--- src/rtl/hazard_scoreboard_pkg.sv ---
// Shared types for the pipeline hazard scoreboard: FSM states, shadow-slot
// layout and the source-operand match helper.
package hazard_scoreboard_pkg;

    localparam int unsigned REG_W = 5;

    typedef enum logic [1:0] {
        RUN   = 2'd0,
        WAIT  = 2'd1,
        ERROR = 2'd2
    } hs_state_e;

    typedef struct packed {
        logic             valid;
        logic [REG_W-1:0] rd;
        logic             memread;
    } slot_t;

    localparam slot_t SLOT_EMPTY = '0;

    function automatic logic src_match(
        input logic             used,
        input logic [REG_W-1:0] src,
        input logic [REG_W-1:0] rd
    );
        return used && (src == rd);
    endfunction

endpackage

--- src/rtl/hazard_scoreboard_sat_counter.sv ---
// Up-counter with synchronous clear that saturates at all-ones instead of
// wrapping.
module sat_counter #(
    parameter int unsigned WIDTH = 8
) (
    input  logic             clk,
    input  logic             rst_n,
    input  logic             clr,
    input  logic             inc,
    output logic [WIDTH-1:0] q
);

    logic [WIDTH-1:0] count_q;
    logic [WIDTH-1:0] count_d;

    always_comb begin
        count_d = count_q;
        if (clr) begin
            count_d = '0;
        end else if (inc && (count_q != '1)) begin
            count_d = count_q + WIDTH'(1);
        end
    end

    always_ff @(posedge clk or negedge rst_n) begin
        if (!rst_n) begin
            count_q <= '0;
        end else begin
            count_q <= count_d;
        end
    end

    assign q = count_q;

endmodule

--- src/rtl/hazard_scoreboard.sv ---
// Load-use / branch / memory-wait hazard controller. Tracks the EX and MEM
// pipeline contents in shadow slots and drives stall, bubble, flush and freeze.
module hazard_scoreboard
    import hazard_scoreboard_pkg::*;
#(
    parameter int unsigned MEM_TIMEOUT = 255,
    parameter int unsigned CNT_W       = 16
) (
    input  logic             clk,
    input  logic             rst_n,
    input  logic             id_valid,
    input  logic             id_regwrite,
    input  logic             id_memread,
    input  logic [4:0]       id_rs1,
    input  logic [4:0]       id_rs2,
    input  logic [4:0]       id_rd,
    input  logic             id_rs1_used,
    input  logic             id_rs2_used,
    input  logic             ex_branch_taken,
    input  logic             mem_ready,
    output logic             pc_stall,
    output logic             if_id_stall,
    output logic             id_ex_bubble,
    output logic             if_id_flush,
    output logic             freeze,
    output logic             mem_timeout_err,
    output logic [CNT_W-1:0] stall_cnt
);

    localparam int unsigned WAIT_W = $clog2(MEM_TIMEOUT + 1);

    hs_state_e         state_q;
    hs_state_e         state_d;
    slot_t             ex_q;
    slot_t             ex_d;
    slot_t             mem_q;
    slot_t             mem_d;
    logic [WAIT_W-1:0] wait_cnt;
    logic              mem_wait;
    logic              load_use;
    logic              unused_id_regwrite;

    // Loads always write rd, so the write-enable adds nothing to hazard detection.
    assign unused_id_regwrite = id_regwrite;

    assign mem_wait = mem_q.valid && mem_q.memread && !mem_ready;

    assign load_use = id_valid && ex_q.valid && ex_q.memread && (ex_q.rd != '0) &&
                      (src_match(id_rs1_used, id_rs1, ex_q.rd) ||
                       src_match(id_rs2_used, id_rs2, ex_q.rd));

    always_ff @(posedge clk or negedge rst_n) begin
        if (!rst_n) begin
            state_q <= RUN;
        end else begin
            state_q <= state_d;
        end
    end

    always_comb begin
        state_d = state_q;
        case (state_q)
            RUN: begin
                if (mem_wait) begin
                    state_d = WAIT;
                end
            end
            WAIT: begin
                if (mem_ready) begin
                    state_d = RUN;
                end else if (wait_cnt == WAIT_W'(MEM_TIMEOUT - 1)) begin
                    state_d = ERROR;
                end
            end
            ERROR: state_d = ERROR;
            default: state_d = RUN;
        endcase
    end

    // Outputs are gated by rst_n so a branch input cannot leak through during reset.
    always_comb begin
        pc_stall        = 1'b0;
        if_id_stall     = 1'b0;
        id_ex_bubble    = 1'b0;
        if_id_flush     = 1'b0;
        freeze          = 1'b0;
        mem_timeout_err = 1'b0;
        if (rst_n) begin
            if (state_q == ERROR) begin
                freeze          = 1'b1;
                mem_timeout_err = 1'b1;
            end else if (mem_wait) begin
                freeze = 1'b1;
            end else if (ex_branch_taken) begin
                if_id_flush  = 1'b1;
                id_ex_bubble = 1'b1;
            end else if (load_use) begin
                pc_stall     = 1'b1;
                if_id_stall  = 1'b1;
                id_ex_bubble = 1'b1;
            end
        end
    end

    always_comb begin
        ex_d  = ex_q;
        mem_d = mem_q;
        if (!freeze) begin
            mem_d = ex_q;
            if (id_ex_bubble) begin
                ex_d = SLOT_EMPTY;
            end else begin
                ex_d = '{valid: id_valid, rd: id_rd, memread: id_memread};
            end
        end
    end

    always_ff @(posedge clk or negedge rst_n) begin
        if (!rst_n) begin
            ex_q  <= SLOT_EMPTY;
            mem_q <= SLOT_EMPTY;
        end else begin
            ex_q  <= ex_d;
            mem_q <= mem_d;
        end
    end

    sat_counter #(
        .WIDTH(WAIT_W)
    ) u_wait_cnt (
        .clk   (clk),
        .rst_n (rst_n),
        .clr   (state_q == RUN),
        .inc   ((state_q == WAIT) && !mem_ready),
        .q     (wait_cnt)
    );

    sat_counter #(
        .WIDTH(CNT_W)
    ) u_stall_cnt (
        .clk   (clk),
        .rst_n (rst_n),
        .clr   (1'b0),
        .inc   (pc_stall || freeze),
        .q     (stall_cnt)
    );

endmodule
--- config.mk ---
export PLATFORM = sky130hd
export DESIGN_NAME = hazard_scoreboard
export DESIGN_NICKNAME = d
export VERILOG_FILES = /design/src/rtl/hazard_scoreboard_pkg.sv /design/src/rtl/hazard_scoreboard_sat_counter.sv /design/src/rtl/hazard_scoreboard.sv
export SDC_FILE = /design/constraint.sdc
export NUM_CORES = 1
export LEC_CHECK = 0
export CORE_ASPECT_RATIO = 0.5
export CORE_MARGIN = 2
export CORE_UTILIZATION = 44
export DETAILED_ROUTE_END_ITERATION = 8
export GPL_TIMING_DRIVEN = 0
export PLACE_DENSITY = 0.76
export SETUP_SLACK_MARGIN = 0.15
export SLEW_MARGIN = 20
export SYNTH_ARGS = -nofsm -noshare
export SYNTH_HDL_FRONTEND = slang
export SYNTH_SLANG_ARGS = --single-unit
--- constraint.sdc ---
create_clock -name clk -period 1.8 [get_ports clk]
set_input_delay 0.18 -clock clk [delete_from_list [all_inputs] [get_ports clk]]
set_output_delay 0.18 -clock clk [all_outputs]
set_load 0.005 [all_outputs]
==> results.sh <==
export IMPL_ir_drop_uv=688.7
export IMPL_drt_initial_drc_count=70
export IMPL_num_rows=16
export IMPL_clk_pin_slew_ns=0.07
export IMPL_numCtsBuffers=5
export IMPL_cp_arrival_ns=1.92
export IMPL_violations="negative setup slack"
export IMPL_period_minus_slack_ns=2.097
export IMPL_cts_max_path_buffers=2
export IMPL_total_power_mw=2.608
export IMPL_ys_ff_latch=35
export IMPL_critPathMaxFanout=3
export IMPL_nNetsFinal=308
export IMPL_fin_crit_sh_pct=116.5
export IMPL_worstHoldStart="id_rd[3]"
export IMPL_cts_tree="yes"
export IMPL_yosysSeqAreaShare_pct=48.48
export IMPL_critPathCaptureType="output port"
export IMPL_vias=1776
export IMPL_cts_sinks=35
export IMPL_finalWorstSetupSlack_ns=-0.2969
export IMPL_placed_cell_area_mm2=0.002337
export IMPL_worst_slew_pin_slew_ns=0.4461
export IMPL_critical_path_class="flop to output port"
export IMPL_rsz0062_at_grt="yes"
export IMPL_overflow=0
export IMPL_multiInputGateArea_mm2=0.001164
export IMPL_die_area_mm2=0.004666
export IMPL_startpoint="ex_q[4]$_DFFE_PN0N_"
export IMPL_status="complete, but fails checks"
export IMPL_fin_tns_setup_ns=-4.605
export IMPL_reg2reg_to="u_stall_cnt.q[13]$_DFFE_PN0P_"
export IMPL_synthCells=187
export IMPL_crit_end="pc_stall"
export IMPL_syn_area_mm2=0.001807
export IMPL_track_usage_pct=24.08
export IMPL_final_hold_violation_count=0
export IMPL_synth_edf_count=0
export IMPL_cts_max_level=2
export IMPL_cap_violations=0
export IMPL_ys_flop_type="dfrtp_1"
export IMPL_p_per_area_mw_per_mm2=842.8
export IMPL_final_area_mm2=0.003094
export IMPL_ios=46
export IMPL_yosysWarnings=0
export IMPL_start_util_pct=46.05
export IMPL_antenna_cells=0
export IMPL_routedWlPerCell_um=16.54
export IMPL_slew_violations=0
export IMPL_ant_nets=0
export IMPL_hold_class="input port to flop"
export IMPL_clkLatencyLatePin_ns=0.30
export IMPL_ys_types=30
export IMPL_die_height_um=49.31
export IMPL_routabilityCongestion=0.8031
export IMPL_root_buffer="clkbuf_8"
export IMPL_drc_errors=0
export IMPL_grt_max_degree=27
export IMPL_routed_wirelength_um=5556
export IMPL_setup_viol=25
export IMPL_rr_startpoint="u_stall_cnt.q[1]$_DFFE_PN0P_"
export IMPL_worstRegToRegCells=9
export IMPL_fillers=223
export IMPL_drive_gt1_share_pct=40.78
export IMPL_syn_nets=214
export IMPL_clock_skew_ns=0.006540
export IMPL_relSlewSlack_pct=70.15
export IMPL_avgSynthCellArea_um2=9.662
export IMPL_die_x_um=94.62
export IMPL_synth_async_sr_flop_share_pct=100.0
export IMPL_fin_cells=336
export IMPL_grt_pass1_vias=1747
export IMPL_seq_area_um2=880.8
export IMPL_cp_start_kind="flop"
export IMPL_via_per_inst=5.286
export IMPL_grt_pass1_wl_um=8452
export IMPL_antenna_found_initial=0
export IMPL_core_area_mm2=0.003924
export IMPL_power_leakage_nw=1.355
export IMPL_dpl_cell_count=286
export IMPL_cp_data_required_time_ns=1.62
export IMPL_portBuffers=44
export IMPL_r2r_slack_ns=-0.25
export IMPL_place_hpwl_um=2901
export IMPL_firstDrtPassIters=5
export IMPL_syn_to_final_growth_pct=71.26
export IMPL_fmax_mhz=476.9
[layout by cell type, fill, tap and decap left out, drive strengths merged, types with 8 or more instances in the layout]
master and count:
a21oi 10, buf 48, clkdlybuf4s50 37, dfrtp 35, nand2 31, nand3 8
nor2 16, nor3 10, o21ai 8, xnor2 14, xor2 16
[where the power goes]
group | internal, mW | total (mW) | switching (mW) | leakage (nW)
sequential | 0.875 | 0.978 | 0.103 | 0.454
clock | 0.448 | 0.759 | 0.311 | 0.0612
combinational | 0.528 | 0.871 | 0.343 | 0.839
[per-stage QoR]
step	worst slack (ns)	utilization (%)	hold slack, ns
2_1_floorplan	-0.2593	-	-0.1156
3_3_place_gp	-1.736	59.18	0.4608
3_5_place_dp	-0.9448	59.57	0.05961
4_1_cts	-0.2229	74.33	0.4198
5_1_grt	-0.3750	78.86	0.4460
6_report	-0.2969	78.86	0.4364
[worst min path at each step]
stage	endpoint	slack (ns)	cells after the start
floorplan	ex_q[0]$_DFFE_PN0N_	-0.12	0
global placement	mem_q[0]$_DFFE_PN0N_	0.46	2
detailed placement	u_stall_cnt.q[10]$_DFFE_PN0P_	0.06	1
CTS	ex_q[2]$_DFFE_PN0N_	0.42	3
global route	ex_q[2]$_DFFE_PN0N_	0.45	3
finish	ex_q[4]$_DFFE_PN0N_	0.44	3
[repair_timing]
item                       CTS  global route
resized for setup           68            29
hold buffers                 3             0
setup buffers               30             9
pin swaps                   16             7
hold endpoints to repair     9             0
setup endpoints to repair   36            33
[kinds of logic after synthesis]
group | after synthesis | share of synthesized area (%)
multiplexers | 2 | 1.177
flip-flops | 35 | 48.48
AO/OA/AOI/OAI | 25 | 9.349
AND/OR/NAND/NOR | 84 | 22.09
buffers and inverters | 8 | 2.285
XOR/XNOR | 30 | 14.54
adder cells (fa/ha/maj) | 3 | 2.078
[synthesized netlist by cell type (2+ instances only)]
cell,number,share of area (%)
dfrtp_1,35,48
nand2_1,31,6.4
nor2_1,16,3.3
xor2_1,16,7.8
xnor2_1,14,6.8
a21oi_1,10,2.8
nor3_1,10,2.8
nand3_1,8,2.2
o21ai_0,8,2.2
nand4_1,7,2.4
inv_1,5,1.0
and3_1,3,1.0
ha_1,3,2.1
nand2b_1,3,1.0
and4_1,2,0.97
o21a_1,2,0.83
[registers in the layout (all words and copies together), names as in the netlist]
name / cells
u_stall_cnt.q: 16
mem_q: 2
u_wait_cnt.q: 8
ex_q: 7
state_q: 2
[area by class of cell]
cell class                      instances  area share [%]
Multi-Input combinational cell        144           37.61
Clock buffer                            6           2.669
Clock inverter                          2           1.132
Buffer                                  2          0.6066
Inverter                                6          0.8896
Timing Repair Buffer                   87           26.45
Tap cell                               54           2.184
Sequential cell                        35           28.47
[worst max-delay path, cell delays in order, from the launching register on]
cell and delay (ns):
dfrtp_1 0.41, buf_6 0.14, xnor2_4 0.16, nand4_1 0.17, o22ai_4 0.27, nand2b_4 0.11, nor3_4 0.14, buf_4 0.13
buf_6 0.08
[metal layers]
layer	vias up	routed length (µm)	share of wire, %	track usage, %
li1	823	-	-	-
met1	887	2305	41	30.07
met2	50	2859	51	38.53
met3	16	247	4.4	8.192
met4	0	143	2.6	9.662
met5	-	0	0	0
(Power assumes the default switching activity.)
